$ cat config.mk
export PLATFORM = sky130hd
export DESIGN_NAME = heartbeat_failover_flat
export DESIGN_NICKNAME = d
export VERILOG_FILES = /design/src/rtl/heartbeat_pkg.sv /design/src/rtl/heartbeat_failover_if.sv /design/src/rtl/heartbeat_chan.sv /design/src/rtl/heartbeat_failover.sv /design/src/flat_wrapper.sv
export SDC_FILE = /design/constraint.sdc
export NUM_CORES = 1
export LEC_CHECK = 0
export ABC_AREA = 1
export BUFFER_PORTS_ARGS = -buffer_cell sky130_fd_sc_hd__buf_2
export CAP_MARGIN = 25
export CORE_MARGIN = 1
export CORE_UTILIZATION = 60
export DETAILED_ROUTE_END_ITERATION = 7
export PLACE_DENSITY = 0.74
export SLEW_MARGIN = 20
export SYNTH_ARGS = -nofsm -noshare
export SYNTH_HDL_FRONTEND = slang
export SYNTH_SLANG_ARGS = --single-unit
$ cat constraint.sdc
create_clock -name clk -period 2.9 [get_ports clk]
set_input_delay 0.29 -clock clk [delete_from_list [all_inputs] [get_ports clk]]
set_output_delay 0.29 -clock clk [all_outputs]
set_load 0.005 [all_outputs]
$ cat src/rtl/heartbeat_pkg.sv
// Shared encodings and the round-robin channel search for the heartbeat failover block.
package heartbeat_pkg;

    localparam int MAX_CH = 8;
    localparam int IDX_W  = 3;

    typedef logic [MAX_CH-1:0] ch_mask_t;
    typedef logic [IDX_W-1:0]  ch_idx_t;

    typedef enum logic [1:0] {
        DEAD    = 2'd0,
        RECOVER = 2'd1,
        ALIVE   = 2'd2
    } chan_state_e;

    typedef enum logic {
        NONE = 1'b0,
        RUN  = 1'b1
    } arb_state_e;

    // First alive channel strictly after cur, wrapping at n_ch-1; cur itself is tried last.
    function automatic ch_idx_t next_alive(input ch_mask_t alive, input ch_idx_t cur,
                                           input int n_ch);
        ch_idx_t sel;
        logic    found;
        int      idx;
        sel   = cur;
        found = 1'b0;
        for (int k = 1; k <= MAX_CH; k++) begin
            idx = (int'(cur) + k) % n_ch;
            if (!found && (k <= n_ch) && alive[idx[IDX_W-1:0]]) begin
                sel   = ch_idx_t'(idx);
                found = 1'b1;
            end
        end
        return sel;
    endfunction

endpackage

$ cat src/rtl/heartbeat_failover_if.sv
// Command/status bus between the failover arbiter and the core switch command logic.
interface heartbeat_failover_if #(
    parameter int N_CH  = 4,
    parameter int SEL_W = 2
);
    logic             force_swi;
    logic [SEL_W-1:0] force_sel;
    logic [N_CH-1:0]  io;
    logic [SEL_W-1:0] active_sel;
    logic             switch;
    logic             all_dead;
    logic             force_rej;

    modport master (
        output force_swi, force_sel,
        input  io, active_sel, switch, all_dead, force_rej
    );

    modport slave (
        input  force_swi, force_sel,
        output io, active_sel, switch, all_dead, force_rej
    );
endinterface

$ cat src/rtl/heartbeat_chan.sv
// One heartbeat monitor: synchroniser, rising-edge detect, timeout counter and alive FSM.
module heartbeat_chan
    import heartbeat_pkg::*;
#(
    parameter int             CNT_W     = 24,
    parameter logic [CNT_W-1:0] TIMEOUT = 24'd2_000_000,
    parameter int             MIN_EDGES = 3
) (
    input  logic clk,
    input  logic rst_n,
    input  logic pwm,
    output logic alive
);

    logic             sync_p0, sync_p1, sync_p2;
    logic             rise;
    logic [CNT_W-1:0] cnt, cnt_next;
    logic [3:0]       ecnt, ecnt_next;
    logic             timeout;
    chan_state_e      state, state_next;

    // stage p0/p1: two-flop synchroniser, p2: delayed copy for edge detection
    always_ff @(posedge clk or negedge rst_n) begin
        if (!rst_n) begin
            sync_p0 <= 1'b0;
            sync_p1 <= 1'b0;
            sync_p2 <= 1'b0;
        end else begin
            sync_p0 <= pwm;
            sync_p1 <= sync_p0;
            sync_p2 <= sync_p1;
        end
    end

    assign rise = sync_p1 & ~sync_p2;

    always_comb begin
        cnt_next = cnt;
        if (rise) begin
            cnt_next = '0;
        end else if (cnt != TIMEOUT) begin
            cnt_next = cnt + 1'b1;
        end
    end

    // Timeout fires on the cycle the counter lands on TIMEOUT, and keeps firing while saturated.
    assign timeout = (cnt_next == TIMEOUT);

    always_comb begin
        state_next = state;
        ecnt_next  = ecnt;
        case (state)
            DEAD: begin
                if (rise) begin
                    if (MIN_EDGES <= 1) begin
                        state_next = ALIVE;
                    end else begin
                        state_next = RECOVER;
                        ecnt_next  = 4'd1;
                    end
                end
            end
            RECOVER: begin
                if (rise) begin
                    ecnt_next = ecnt + 4'd1;
                    if ((ecnt + 4'd1) == 4'(MIN_EDGES)) begin
                        state_next = ALIVE;
                        ecnt_next  = 4'd0;
                    end
                end else if (timeout) begin
                    state_next = DEAD;
                    ecnt_next  = 4'd0;
                end
            end
            ALIVE: begin
                if (timeout) begin
                    state_next = DEAD;
                end
            end
            default: begin
                state_next = DEAD;
                ecnt_next  = 4'd0;
            end
        endcase
    end

    always_ff @(posedge clk or negedge rst_n) begin
        if (!rst_n) begin
            cnt   <= '0;
            ecnt  <= 4'd0;
            state <= DEAD;
            alive <= 1'b0;
        end else begin
            cnt   <= cnt_next;
            ecnt  <= ecnt_next;
            state <= state_next;
            alive <= (state_next == ALIVE);
        end
    end

endmodule

$ cat src/rtl/heartbeat_failover.sv
// N-channel heartbeat monitor with round-robin failover and hold-off gated forced switching.
module heartbeat_failover
    import heartbeat_pkg::*;
#(
    parameter int               N_CH      = 4,
    parameter int               SEL_W     = 2,
    parameter int               CNT_W     = 24,
    parameter logic [CNT_W-1:0] TIMEOUT   = 24'd2_000_000,
    parameter int               MIN_EDGES = 3,
    parameter logic [CNT_W-1:0] HOLDOFF   = 24'd500_000
) (
    input  logic            clk,
    input  logic            rst_n,
    input  logic [N_CH-1:0] pwm,
    heartbeat_failover_if.slave bus
);

    logic [N_CH-1:0]  io;
    ch_mask_t         mask;
    arb_state_e       state, state_next;
    logic [SEL_W-1:0] active_sel, sel_next;
    logic             switch_pulse, switch_next;
    logic             reject_pulse, reject_next;
    logic             none_flag;
    logic [CNT_W-1:0] holdoff, holdoff_next;
    logic             active_alive;
    logic             force_ok;

    for (genvar i = 0; i < N_CH; i++) begin : g_chan
        heartbeat_chan #(
            .CNT_W    (CNT_W),
            .TIMEOUT  (TIMEOUT),
            .MIN_EDGES(MIN_EDGES)
        ) u_chan (
            .clk  (clk),
            .rst_n(rst_n),
            .pwm  (pwm[i]),
            .alive(io[i])
        );
    end

    assign mask         = ch_mask_t'(io);
    assign active_alive = mask[ch_idx_t'(active_sel)];
    assign force_ok     = (int'(bus.force_sel) < N_CH) && mask[ch_idx_t'(bus.force_sel)];

    always_comb begin
        state_next   = state;
        sel_next     = active_sel;
        switch_next  = 1'b0;
        reject_next  = 1'b0;
        holdoff_next = (holdoff != '0) ? holdoff - 1'b1 : '0;
        case (state)
            NONE: begin
                if (bus.force_swi) begin
                    reject_next = 1'b1;
                end
                if (|io) begin
                    sel_next     = SEL_W'(next_alive(mask, ch_idx_t'(N_CH - 1), N_CH));
                    switch_next  = (sel_next != active_sel);
                    holdoff_next = HOLDOFF;
                    state_next   = RUN;
                end
            end
            RUN: begin
                if (!active_alive) begin
                    // Failover takes priority over any force request arriving in the same cycle.
                    if (bus.force_swi && (bus.force_sel != active_sel)) begin
                        reject_next = 1'b1;
                    end
                    if (|io) begin
                        sel_next     = SEL_W'(next_alive(mask, ch_idx_t'(active_sel), N_CH));
                        switch_next  = 1'b1;
                        holdoff_next = HOLDOFF;
                    end else begin
                        state_next = NONE;
                    end
                end else if (bus.force_swi && (bus.force_sel != active_sel)) begin
                    if ((holdoff == '0) && force_ok) begin
                        sel_next     = bus.force_sel;
                        switch_next  = 1'b1;
                        holdoff_next = HOLDOFF;
                    end else begin
                        reject_next = 1'b1;
                    end
                end
            end
            default: begin
                state_next = NONE;
            end
        endcase
    end

    always_ff @(posedge clk or negedge rst_n) begin
        if (!rst_n) begin
            state        <= NONE;
            active_sel   <= '0;
            switch_pulse <= 1'b0;
            reject_pulse <= 1'b0;
            none_flag    <= 1'b1;
            holdoff      <= '0;
        end else begin
            state        <= state_next;
            active_sel   <= sel_next;
            switch_pulse <= switch_next;
            reject_pulse <= reject_next;
            none_flag    <= (state_next == NONE);
            holdoff      <= holdoff_next;
        end
    end

    assign bus.io         = io;
    assign bus.active_sel = active_sel;
    assign bus.switch     = switch_pulse;
    assign bus.all_dead   = none_flag;
    assign bus.force_rej  = reject_pulse;

endmodule
$ cat src/flat_wrapper.sv
// flat-port wrapper written by rule: the top's interface ports become plain ports
module heartbeat_failover_flat import heartbeat_pkg::*;
#(
    parameter int               N_CH      = 4,
    parameter int               SEL_W     = 2,
    parameter int               CNT_W     = 24,
    parameter logic [CNT_W-1:0] TIMEOUT   = 24'd2_000_000,
    parameter int               MIN_EDGES = 3,
    parameter logic [CNT_W-1:0] HOLDOFF   = 24'd500_000
)
  (clk, rst_n, pwm, bus_force_swi, bus_force_sel, bus_io, bus_active_sel, bus_switch, bus_all_dead, bus_force_rej);
  heartbeat_failover_if #(.N_CH(N_CH), .SEL_W(SEL_W)) bus_i ();
  input  logic clk;
  input  logic rst_n;
  input  logic [N_CH-1:0] pwm;
  input wire logic [$bits(bus_i.force_swi)-1:0] bus_force_swi;
  input wire logic [$bits(bus_i.force_sel)-1:0] bus_force_sel;
  output wire logic [$bits(bus_i.io)-1:0] bus_io;
  output wire logic [$bits(bus_i.active_sel)-1:0] bus_active_sel;
  output wire logic [$bits(bus_i.switch)-1:0] bus_switch;
  output wire logic [$bits(bus_i.all_dead)-1:0] bus_all_dead;
  output wire logic [$bits(bus_i.force_rej)-1:0] bus_force_rej;
  assign bus_i.force_swi = bus_force_swi;
  assign bus_i.force_sel = bus_force_sel;
  assign bus_io = bus_i.io;
  assign bus_active_sel = bus_i.active_sel;
  assign bus_switch = bus_i.switch;
  assign bus_all_dead = bus_i.all_dead;
  assign bus_force_rej = bus_i.force_rej;
  heartbeat_failover #(.N_CH(N_CH), .SEL_W(SEL_W), .CNT_W(CNT_W), .TIMEOUT(TIMEOUT), .MIN_EDGES(MIN_EDGES), .HOLDOFF(HOLDOFF)) u_core (.clk(clk), .rst_n(rst_n), .pwm(pwm), .bus(bus_i));
endmodule
* Word-level counts from Yosys, hierarchy flattened
Cells that the tools add are included.
Widths: inputs -> output; s select.
** Operators by class
- Add/subtract/negate cells :: 13
- Equal/unequal tests :: 39
- Multiplexer cells :: 117
- Magnitude comparators :: 6
- Reductions and logical operators :: 30
- Bitwise operators :: 18
** Operator list (number)
- $mux 24 :: 13
- $add 24x1->24 const B :: 4
- $eq 24x21->1 const B :: 4
- $ne 24x21->1 const B :: 4
- $mux 4 :: 16
- $mux 2 :: 31
- $pmux 24 s2 :: 1
- $pmux 4 s3 :: 4
- $mux 1 :: 38
- $logic_not 24->1 :: 1
- $pmux 2 s3 :: 4
- $reduce_bool 24->1 :: 1
- $sub 24x1->24 const B :: 1
- $ne 3x3->1 const B :: 7
- $add 4x1->4 const B :: 4
- $eq 2x2->1 const B :: 8
- $eq 4x2->1 const B :: 4
- $lt 3x4->1 const B :: 4
- $bmux 1 s3 :: 4
- $reduce_and 3->1 :: 4
- $not 1->1 :: 10
- $eq 2x1->1 const B :: 4
- $logic_and 1x1->1 :: 8
- $logic_not 2->1 :: 4
- other kinds (16) :: 40
** Storage, ports and cells
- Output and inout bits :: 9
- Word-level logic and storage cells :: 257
- Register bits after elaboration :: 166

* Longest topological paths before layout
- Depth after elaboration :: 27
- Depth in mapped cells :: 17
- Gate-level depth less buffers :: 17

* By module
A second synthesis with hierarchy kept.
** Unflattened totals
- Cells, all modules :: 1658
- Area, all modules :: 11344.6 um2
** By module, submodules not included
- heartbeat_chan :: cells each 343, instances 4, area each 2314.7 um2, seq. area each 850.8 um2
- heartbeat_failover :: cells each 286, instances 1, area each 2085.8 um2, seq. area each 752.0 um2

* Worst setup path after synthesis
OpenSTA, ideal clock, no wires.
- Path kind :: register -> register
- Start :: register u_core.g_chan[3].u_chan.cnt[0]
- End :: register u_core.g_chan[3].u_chan.ecnt[1]
- Path buffers :: 0
- Setup slack :: 0.978 ns
- Setup time :: 0.117 ns
- Period minus slack after synthesis :: 1.922 ns
- Stages on the path, launching flop included :: 17
- Arrival :: 1.806 ns
- Cells stage by stage :: dfrtp_1 -> ha_1 -> nand2_1 -> nor2_4 -> nand2_4 -> nor2_8 -> nand2_4 -> nor2_4 -> nor2_1 -> nor2_2 -> nand2_1 -> nor2_1 -> nand3_1 -> nand2_2 -> nand2_2 -> nand2_1 -> nand2_1
** Between the ends
- Longest elaborated chain between the ends :: 6
- Elaborated cells between the ends (all ways) :: 7
- Those cells by class :: add/sub (1); eq/ne (3); mux (2); reduce/logical (1)
** RTL lines
- from (decl) :: RTL line heartbeat_chan.sv:17 : logic [CNT_W-1:0] cnt, cnt_next;
- from (signal assigned) :: RTL line heartbeat_chan.sv:94 : cnt <= cnt_next;
- $add 24x1->24 or $ne 24x21->1 (tied branches) :: RTL line heartbeat_chan.sv:42, heartbeat_chan.sv:41
- $mux 24 * :: RTL line heartbeat_chan.sv:41 : end else if (cnt != TIMEOUT) begin
- $mux 24 * :: RTL line heartbeat_chan.sv:39 : if (rise) begin
- net u_core.g_chan[3].u_chan.cnt_next[20] :: RTL line heartbeat_chan.sv:17
- $eq 24x21->1 * :: RTL line heartbeat_chan.sv:47 : assign timeout = (cnt_next == TIMEOUT);
- $ne 3x3->1 (no line) *
- $reduce_and 3->1 (no line) *
- to (signal assigned) :: RTL line heartbeat_chan.sv:95 : ecnt <= ecnt_next;
- to (decl) :: RTL line heartbeat_chan.sv:18 : logic [3:0] ecnt, ecnt_next;
Mark *: on every way through the listed nets, which the timed path passes. The rest lies on a longest branch.
A chain may end at the register's enable or synchronous reset.

* Final worst setup path
- Start :: register u_core.g_chan[2].u_chan.cnt[0]
- End :: register u_core.g_chan[2].u_chan.ecnt[3]
** Between the ends
- Longest elaborated chain between the ends :: 6
- Elaborated cells between the ends (all ways) :: 7
- Those cells by class :: add/sub (1); eq/ne (3); mux (2); reduce/logical (1)
** RTL lines (RTL line)
- from (decl) :: heartbeat_chan.sv:17
- from (signal assigned) :: heartbeat_chan.sv:94
- $add 24x1->24 or $ne 24x21->1 (tied branches) :: heartbeat_chan.sv:42, heartbeat_chan.sv:41
- $mux 24 * :: heartbeat_chan.sv:41
- $mux 24 * :: heartbeat_chan.sv:39
- net u_core.g_chan[2].u_chan.cnt_next[10] :: heartbeat_chan.sv:17
- $eq 24x21->1 * :: heartbeat_chan.sv:47
- $ne 3x3->1 (no line) *
- $reduce_and 3->1 (no line) *
- to (signal assigned) :: heartbeat_chan.sv:95
- to (decl) :: heartbeat_chan.sv:18
Marks and branches as above.

==> flow_summary.ini <==
[die]
die-area_sq_um = 17900
fp-row-count = 47
core_area_sq_um = 16800
design.portCount = 18
initial_core_util_pct = 62.0
die_x_um = 134
die_h_um = 134

[global_routing]
overflow = 0
antenna_found_initial = 0
grt_first_pass_wirelength_um = 40300
grt_pass1_vias = 8810
grt_max_degree = 69
grt_usage_pct = 28.2

[final_layout]
postLayoutCellArea_sq_um = 11400
fill_cells = 1535
drive_above_1_share_pct = 6.39
syn_to_final_growth_pct = 9.51
register_area_sq_um = 4160
antennaDiodeCount = 0
fin_nets = 1594
multiInputGateArea_sq_um = 5270

[routing]
via_count = 9547
vias_per_cell = 5.30
drt_iter0_drc = 694
drc_errors = 0
drt-total-wl_um = 23700
postRouteAntennaNets = 0
first_pass_iters = 5
routedWlPerCell_um = 13.2

[clock_tree]
clock-sinks = 166
clk_latency_ps = 430
clkSlewWorstSetupHoldPaths_ps = 60
cts_buffer_depth = 2
cts_tree = done
htree_levels = 4
cts_made_buffers = 17
clockRootBuffer = clkbuf_16

[synth]
synth_nets = 1563
yosys_most_used_dff = dfrtp_1
ys_warn_count = 0
syn_area_sq_um = 10400
syn_inst = 1536
synth_cell_type_count = 42
seq_area_frac_synth_pct = 40.0
synth-edff-count = 0
async_flop_share_pct = 100
ys_seq_elements = 166
synth_area_per_cell_sq_um = 6.77

[power_and_ir_drop]
p_seq_share_pct = 41.0
p_leak_nw = 5.70
p_int_w = 0.00472
power_switching_w = 0.00259
p_comb_share_pct = 27.6
power_frac_clock_pct = 31.4
power_density_nw_per_um2 = 642
p_sw_share_pct = 35.4
max-vdd-ir-drop_v = 0.000523

[worst_setup_path]
endpoint_kind = flop
cp.arrival_ps = 2720
critical_path.most_common_cell = nand2_1
worstPathMaxFanout = 4
critical-path-top-delay-family = simple AND/OR/NAND/NOR gates
required_ps = 3220
cp_num_buf_inv = 0
critPathKind = flop to flop
worstSetupStartpointType = flop
cpMaxStageDelayCell = dfrtp_1
worst_path_largest_cell_delay_ps = 400
path_cells = ha_1, nand3_1, nor2_1, nand2_1, nand2_1, nand2_1, nor2_1, nand2_1, nor2_1, nand3_1, nor2_1, nand2_1, nand3_2, nand2_2, nand2_1, nand2_1

[sta]
fmax_mhz = 416
grt_setup_unrepaired = false
min_period_ps = 2400
final_hold_viol_count = 0
final_max_slew_viol_count = 0
worst_pin_slew_ps = 957
finalSetupViolCount = 0
finalCritPeriodShare_pct = 82.9
tns_ps = 0
finalClockSkew_ps = 7.96
slew_headroom_pct = 35.8

[place]
place_area_sq_um = 10700
dp_hpwl_um = 17700
place_congestion = 0.938
port-buffer-count = 17

[run]
maxCapViolCount = 0

[outcome]
status = finished clean

[worst_hold_path]
holdCritPathClass = primary input to flop
==> cells in the final DEF, fill, tap and decap left out, types with 3 or more instances in the layout <==
| cell type | netlist | final |
|---|---|---|
| nand2_1 | 415 | 415 |
| nor2_1 | 278 | 278 |
| inv_1 | 231 | 231 |
| dfrtp_1 | 165 | 165 |
| nand3_1 | 161 | 161 |
| o21ai_0 | 41 | 41 |
| nand4_1 | 38 | 38 |
| a21oi_1 | 36 | 36 |
| xor2_1 | 20 | 20 |
| xnor2_1 | 19 | 19 |
| ha_1 | 18 | 18 |
| clkbuf_16 | 0 | 17 |
| buf_2 | 6 | 16 |
| nor2_2 | 14 | 14 |
| nor3_1 | 11 | 11 |
| nor2_4 | 8 | 8 |
| nand3b_1 | 7 | 7 |
| or2_2 | 7 | 7 |
| o21ai_1 | 7 | 7 |
| buf_4 | 4 | 7 |
| o211ai_1 | 5 | 5 |
| dlygate4sd3_1 | 0 | 5 |
| nand3_2 | 4 | 4 |
| clkinvlp_4 | 0 | 4 |
| nand2_2 | 3 | 3 |
| o21bai_1 | 3 | 3 |
| inv_2 | 3 | 3 |
| a31oi_1 | 3 | 3 |
| clkbuf_1 | 8 | 3 |
| clkinv_2 | 0 | 3 |
| bufinv_16 | 0 | 3 |
==> state kept, by name, indices dropped and copies added, names as in the netlist <==
| name | count |
|---|---|
| u_core.state | 1 |
| u_core.g_chan.u_chan.sync_p2 | 4 |
| u_core.bus.force_rej | 1 |
| u_core.bus.active_sel | 2 |
| u_core.bus.all_dead | 1 |
| u_core.holdoff | 24 |
| u_core.g_chan.u_chan.sync_p1 | 4 |
| u_core.g_chan.u_chan.ecnt | 16 |
| u_core.bus.switch | 1 |
| u_core.g_chan.u_chan.alive | 4 |
| u_core.g_chan.u_chan.state | 8 |
| u_core.g_chan.u_chan.cnt | 96 |
| u_core.g_chan.u_chan.sync_p0 | 4 |
==> power groups by stage <==
stage                     sequential (W)  combinational, W  clock [W]
after global placement           0.00301           0.00196          0
after detailed placement         0.00303           0.00200          0
after CTS                        0.00299           0.00202    0.00234
after floorplan                  0.00293           0.00156          0
final                            0.00300           0.00201    0.00230
after global routing             0.00305           0.00233    0.00243
==> cell families after synthesis <==
logic type	share of synthesized area (%)
adder cells (fa/ha/maj)	2.17
AO/OA/AOI/OAI	5.42
buffers and inverters	9.35
AND/OR/NAND/NOR	39.8
XOR/XNOR	3.29
flip-flops	40.0
==> stage by stage <==
stage | cells | util [%] | total power, W | setup WS, ps | hold slack, ps
floorplan | 1536 | - | 0.00450 | 978 | -5.59
detailed placement | 1763 | 64.1 | 0.00502 | 513 | 334
finish | 1800 | 67.9 | 0.00731 | 497 | 104
CTS | 1800 | 67.9 | 0.00736 | 505 | 94.3
global placement | 1763 | 64.1 | 0.00497 | 572 | 330
global route | 1800 | 67.9 | 0.00781 | 253 | 113
==> final timing paths <==
check	start	end	slack [ps]	cells past startpoint
worst max-delay path	u_core.g_chan[2].u_chan.cnt[0]	u_core.g_chan[2].u_chan.ecnt[3]	500	16
worst min-delay path	bus_force_swi	u_core.bus.force_rej	100	3
worst max register to register	u_core.g_chan[2].u_chan.cnt[0]	u_core.g_chan[2].u_chan.ecnt[3]	500	16
min in group asynchronous	rst_n	u_core.g_chan[1].u_chan.cnt[8]	420	2
max in group asynchronous	rst_n	u_core.g_chan[0].u_chan.cnt[14]	1750	3
worst min register to register	u_core.g_chan[0].u_chan.sync_p0	u_core.g_chan[0].u_chan.sync_p1	350	0
==> synthesized netlist by cell type (2+ instances only) <==
| master | instances | area, sq um |
|---|---|---|
| buf_2 | 6 | 30.0 |
| o21bai_1 | 3 | 22.5 |
| nor3_1 | 11 | 55.1 |
| o21a_1 | 2 | 15.0 |
| inv_2 | 3 | 11.3 |
| xor2_1 | 20 | 175 |
| nor2_4 | 8 | 90.1 |
| or2_2 | 7 | 43.8 |
| buf_4 | 4 | 30.0 |
| nand4_1 | 38 | 238 |
| a211oi_1 | 2 | 15.0 |
| a21oi_1 | 36 | 180 |
| o21ai_0 | 41 | 205 |
| nor2_2 | 14 | 87.6 |
| nand2_1 | 415 | 1560 |
| clkbuf_1 | 8 | 30.0 |
| nand2_2 | 3 | 18.8 |
| dfrtp_1 | 165 | 4130 |
| nand3b_1 | 7 | 52.6 |
| ha_1 | 18 | 225 |
| a31oi_1 | 3 | 18.8 |
| o211ai_1 | 5 | 37.5 |
| nor4_1 | 2 | 12.5 |
| nand3_1 | 161 | 806 |
| nand3_2 | 4 | 40.0 |
| inv_1 | 231 | 867 |
| o21ai_1 | 7 | 35.0 |
| nor2_1 | 278 | 1040 |
| xnor2_1 | 19 | 166 |
| nor3_2 | 2 | 20.0 |
| nand2_4 | 2 | 22.5 |
==> layer usage <==
metal | share of wire [%] | vias up | track usage [%]
met2 | 46 | 233 | 44.7
li1 | - | 4880 | -
met1 | 48 | 4414 | 40.4
met3 | 5.0 | 20 | 4.60
met4 | 0.94 | 0 | 6.82
met5 | 0 | - | 0
==> cell type report <==
class / count / share of cell area, %
Clock inverter: 12 / 1.34
Timing Repair Buffer: 30 / 1.88
Sequential cell: 166 / 36.5
Tap cell: 220 / 2.42
Multi-Input combinational cell: 1117 / 46.3
Inverter: 235 / 7.75
Clock buffer: 20 / 3.84
==> worst register-to-register path: stages (launching register included) <==
cell	delay [ps]
dfrtp_1	400
ha_1	230
nand3_1	160
nor2_1	200
nand2_1	140
nand2_1	80
nand2_1	50
nor2_1	140
nand2_1	70
nor2_1	130
nand3_1	90
nor2_1	180
nand2_1	120
nand3_2	100
nand2_2	90
nand2_1	70
nand2_1	50
==> what timing repair did <==
item | in CTS | in global routing
setup buffers | 0 | 0
hold buffers | 5 | 0
endpoints found under the hold margin | 67 | 0
resized for setup | 0 | 0
No activity file was read; power rests on OpenSTA's default activity.
